$ cat src/rtl/key_rot_sched.sv
// rtl/key_rot_sched.sv - TDES round-key C/D rotation sequencer with valid/ready output
module key_rot_sched #(
  parameter int          HALF_W    = 28,
  parameter int          ROUNDS    = 16,
  parameter logic [31:0] SHIFT_MAP = 32'h0000_7EFC
) (
  input  logic              clk,
  input  logic              rst_n,
  input  logic              start,
  input  logic              decrypt,
  input  logic              abort,
  input  logic [HALF_W-1:0] key_c,
  input  logic [HALF_W-1:0] key_d,
  input  logic              rk_ready,
  output logic              rk_valid,
  output logic [4:0]        rk_round,
  output logic [HALF_W-1:0] rk_c,
  output logic [HALF_W-1:0] rk_d,
  output logic              busy,
  output logic              done
);

  typedef enum logic {IDLE, RUN} state_t;

  localparam logic [4:0] LAST_ROUND = 5'(ROUNDS);
  localparam logic [4:0] DEC_BASE   = 5'(ROUNDS + 1);

  state_t            state, state_n;
  logic              dec_q, dec_n;
  logic              valid_n, done_n;
  logic [4:0]        round_n;
  logic [HALF_W-1:0] c_n, d_n;

  // Rotation amount for round r: encrypt reads SHIFT_MAP[r-1]; decrypt walks
  // the map backwards and skips the first rotation so keys come out reversed.
  function automatic logic [1:0] amt_for(input logic [4:0] r, input logic dec);
    logic [4:0] idx;
    if (dec && (r == 5'd1)) begin
      return 2'd0;
    end
    idx = dec ? (DEC_BASE - r) : (r - 5'd1);
    return SHIFT_MAP[idx] ? 2'd2 : 2'd1;
  endfunction

  // Circular rotate by 0..2; MSB is the first key bit, so "left" moves toward it.
  function automatic logic [HALF_W-1:0] rot(input logic [HALF_W-1:0] x,
                                            input logic [1:0] n,
                                            input logic right);
    case (n)
      2'd1:    return right ? {x[0], x[HALF_W-1:1]} : {x[HALF_W-2:0], x[HALF_W-1]};
      2'd2:    return right ? {x[1:0], x[HALF_W-1:2]} : {x[HALF_W-3:0], x[HALF_W-1:HALF_W-2]};
      default: return x;
    endcase
  endfunction

  // State and output registers; reset clears everything to an idle, zeroed block.
  always_ff @(posedge clk or negedge rst_n) begin
    if (!rst_n) begin
      state    <= IDLE;
      dec_q    <= 1'b0;
      rk_valid <= 1'b0;
      rk_round <= 5'd0;
      rk_c     <= '0;
      rk_d     <= '0;
      done     <= 1'b0;
    end else begin
      state    <= state_n;
      dec_q    <= dec_n;
      rk_valid <= valid_n;
      rk_round <= round_n;
      rk_c     <= c_n;
      rk_d     <= d_n;
      done     <= done_n;
    end
  end

  // Next-state logic: abort beats start and the handshake; RUN advances one round per accept.
  always_comb begin
    state_n = state;
    dec_n   = dec_q;
    valid_n = rk_valid;
    round_n = rk_round;
    c_n     = rk_c;
    d_n     = rk_d;
    done_n  = 1'b0;
    if (abort) begin
      state_n = IDLE;
      valid_n = 1'b0;
      round_n = 5'd0;
    end else begin
      case (state)
        IDLE: begin
          if (start) begin
            dec_n   = decrypt;
            c_n     = rot(key_c, amt_for(5'd1, decrypt), decrypt);
            d_n     = rot(key_d, amt_for(5'd1, decrypt), decrypt);
            round_n = 5'd1;
            valid_n = 1'b1;
            state_n = RUN;
          end
        end
        RUN: begin
          if (rk_valid && rk_ready) begin
            if (rk_round == LAST_ROUND) begin
              valid_n = 1'b0;
              done_n  = 1'b1;
              state_n = IDLE;
            end else begin
              round_n = rk_round + 5'd1;
              c_n     = rot(rk_c, amt_for(rk_round + 5'd1, dec_q), dec_q);
              d_n     = rot(rk_d, amt_for(rk_round + 5'd1, dec_q), dec_q);
            end
          end
        end
        default: state_n = IDLE;
      endcase
    end
  end

  assign busy = (state == RUN);

endmodule

$ cat config.mk
export PLATFORM = sky130hd
export DESIGN_NAME = key_rot_sched
export DESIGN_NICKNAME = d
export VERILOG_FILES = /design/src/rtl/key_rot_sched.sv
export SDC_FILE = /design/constraint.sdc
export NUM_CORES = 1
export LEC_CHECK = 0
export BUFFER_PORTS_ARGS = -buffer_cell sky130_fd_sc_hd__buf_2
export CAP_MARGIN = 20
export CORE_UTILIZATION = 40
export CTS_CLUSTER_SIZE = 24
export DETAILED_ROUTE_END_ITERATION = 10
export SLEW_MARGIN = 20
export SYNTH_ARGS = -nofsm -noshare
export SYNTH_HDL_FRONTEND = slang
export SYNTH_SLANG_ARGS = --single-unit
$ cat constraint.sdc
create_clock -name clk -period 3 [get_ports clk]
set_input_delay 0.3 -clock clk [delete_from_list [all_inputs] [get_ports clk]]
set_output_delay 0.3 -clock clk [all_outputs]
set_load 0.1 [all_outputs]
==> out/qor.yml <==
status: "complete, no violations"
fin_area_sq_um: 8170
grt_usage: 0.244
max_clock_freq_ghz: 0.334
drt_iter0_drc: 558
fin_ws_ns: 0.00661
drive_above_1_share: 0.331
fin_nets: 949
yosys.cell_types.count: 43
rsz0062_at_grt: "true"
worst_path_largest_cell_delay_ns: 0.40
drc: 0
ys.flop_type: "dfrtp_1"
syn_nets: 871
syn_inst: 805
leakagePower_nw: 3.07
port-buffer-count: 125
finalHoldViolations: 0
syn_avg_cell_area_sq_um: 7.89
grt_max_degree: 139
yosys_warnings: 0
cp_data_required_time_ns: 3.20
syn_to_final_growth_pct: 28.6
wirelength_mm: 20.3
die_w_um: 128
die-height_um: 128
worstPathArrival_ns: 3.20
numCtsBuffers: 9
initial_core_util: 0.413
post-route-min-period_ns: 2.99
viasPerCell: 6.11
critical_path.cell_chain: "buf_4, inv_4, ha_4, inv_4, ha_4, xor2_2, or2_1, a311oi_2, mux2_4, buf_12, a221oi_2, o311ai_2"
grt_pass1_wl_mm: 32.1
vias: 6723
finClkSkew_ns: 0.00889
cp_top_family: "compound AO/OA/AOI/OAI gates"
cp_max_fo: 38
antenna_found_initial: 2
placed_cell_area_sq_um: 7340
fp-row-count: 45
whs_ns: 0.269
slew_violations: 0
seq_area_sq_um: 1640
setup_tns_ns: 0
cts.sinks: 65
start_kind: "flip-flop"
grt_pass1_vias: 6331
overflow: 0
crit_slowest_cell: "dfrtp_4"
routedWlPerCell_um: 18.5
die-area_sq_um: 16400
fin_crit_sh: 0.998
vdd_drop_max_mv: 0.434
synth_top_area_cell: "dfrtp_1"
clock-root-buffer: "clkbuf_16"
cp-end-kind: "flip-flop"
htreeDepth: 3
maxCapViolCount: 0
yosysSeqAreaShare: 0.256
final_common_cell: "buf_2"
place.gp.congestion: 0.809
tritoncts: "done"
coreArea_sq_um: 15400
pre_cts_ws_ns: -0.0655
tightest_slew_ns: 0.645
hpwl_mm: 12.7
clock_latency_ns: 0.35
ant_nets: 0
final_cell_mix: "buf_2, nor2_1, a21oi_1, dfrtp_1"
drt-pass1-iter-count: 5
r2r_slack_ns: 0.007
yosys.area.top_type_share: 0.256
async_flop_share: 1.00
worst-setup-path-type: "reg -> reg"
worst-path-buf-inv: 4
pin_count: 126
path_clk_slew_ns: 0.06
max_slew_margin: 0.570
synth-seq-cells: 65
multi_input_area_sq_um: 4840
fillers: 1444
clk_path_buf_depth: 2
p_per_area_nw_per_um2: 699
setup_viol: 0
synth-edff-count: 0
syn-cell-area_sq_um: 6350
hp-class: "in -> reg"
yosys-top-cells-area: "dfrtp_1, a21oi_1, a221oi_2"
[cells by family (layout without fill, tap and decap cells)]
logic type,after synthesis,in the layout,synth area share
AO/OA/AOI/OAI,248,248,0.306
XOR/XNOR,4,4,0.00552
adder cells (fa/ha/maj),4,4,0.00788
buffers and inverters,97,180,0.0772
flip-flops,65,65,0.256
multiplexers,59,59,0.0934
other,0,1,0
AND/OR/NAND/NOR,328,328,0.253
[per-stage QoR]
stage,utilization,total power [mW],instances
CTS,0.502,5.53,1097
global placement,0.477,4.24,1080
global route,0.531,5.95,1100
finish,0.531,5.71,1100
floorplan,-,3.64,805
detailed placement,0.477,4.24,1080
[layer usage]
metal | vias up | track usage | share of wire
li1 | 3218 | - | -
met3 | 28 | 0.0384 | 0.048
met1 | 3268 | 0.320 | 0.45
met2 | 209 | 0.403 | 0.48
met5 | - | 0 | 0
met4 | 0 | 0.0962 | 0.020
[power breakdown]
part	switching [mW]	total, mW	internal (mW)
sequential	0.296	1.34	1.04
clock	0.434	1.27	0.837
combinational	2.25	3.10	0.846
total	2.98	5.71	2.73
[repair_timing]
| action | 4_1_cts | 5_1_grt |
|---|---|---|
| pin swaps | 2 | 5 |
| hold buffers | 1 | 0 |
| setup endpoints to repair | 56 | 56 |
| setup buffers | 0 | 2 |
| endpoints found under the hold margin | 22 | 0 |
| gates resized for setup | 5 | 54 |
[registers in the layout (all words and copies together), names as in the netlist]
| name | flops |
|---|---|
| rk_valid | 1 |
| rk_round | 5 |
| done | 1 |
| dec_q | 1 |
| rk_c | 28 |
| rk_d | 28 |
| busy | 1 |
[synthesized netlist by cell type, types with 5 or more instances]
cell type,instances
nor3_1,59
nand3_1,58
o311ai_1,56
buf_6,14
mux2i_1,57
nor2b_1,58
inv_1,5
nand2_1,7
dfrtp_1,65
a221oi_2,40
buf_1,11
a21oi_1,120
o21ai_0,6
nor2_1,123
a221oi_1,16
clkbuf_1,52
buf_2,14
[path summary, 6_finish.rpt]
path                        startpoint     endpoint  cells after the start
setup reg to reg           rk_round[0]     rk_c[27]                     12
min in group asynchronous        rst_n         done                      2
max in group asynchronous        rst_n        dec_q                      3
hold / removal                   abort  rk_round[3]                      2
hold reg to reg               rk_valid     rk_valid                      2
setup / recovery           rk_round[0]     rk_c[27]                     12
[final cells by class]
| class | count | area share |
|---|---|---|
| Clock buffer | 10 | 0.0293 |
| Inverter | 5 | 0.00291 |
| Tap cell | 211 | 0.0323 |
| Timing Repair Buffer | 159 | 0.127 |
| Multi-Input combinational cell | 643 | 0.593 |
| Sequential cell | 65 | 0.201 |
| Antenna cell | 1 | 0.000306 |
| Clock inverter | 6 | 0.0141 |
No activity file was read; power rests on OpenSTA's default activity.
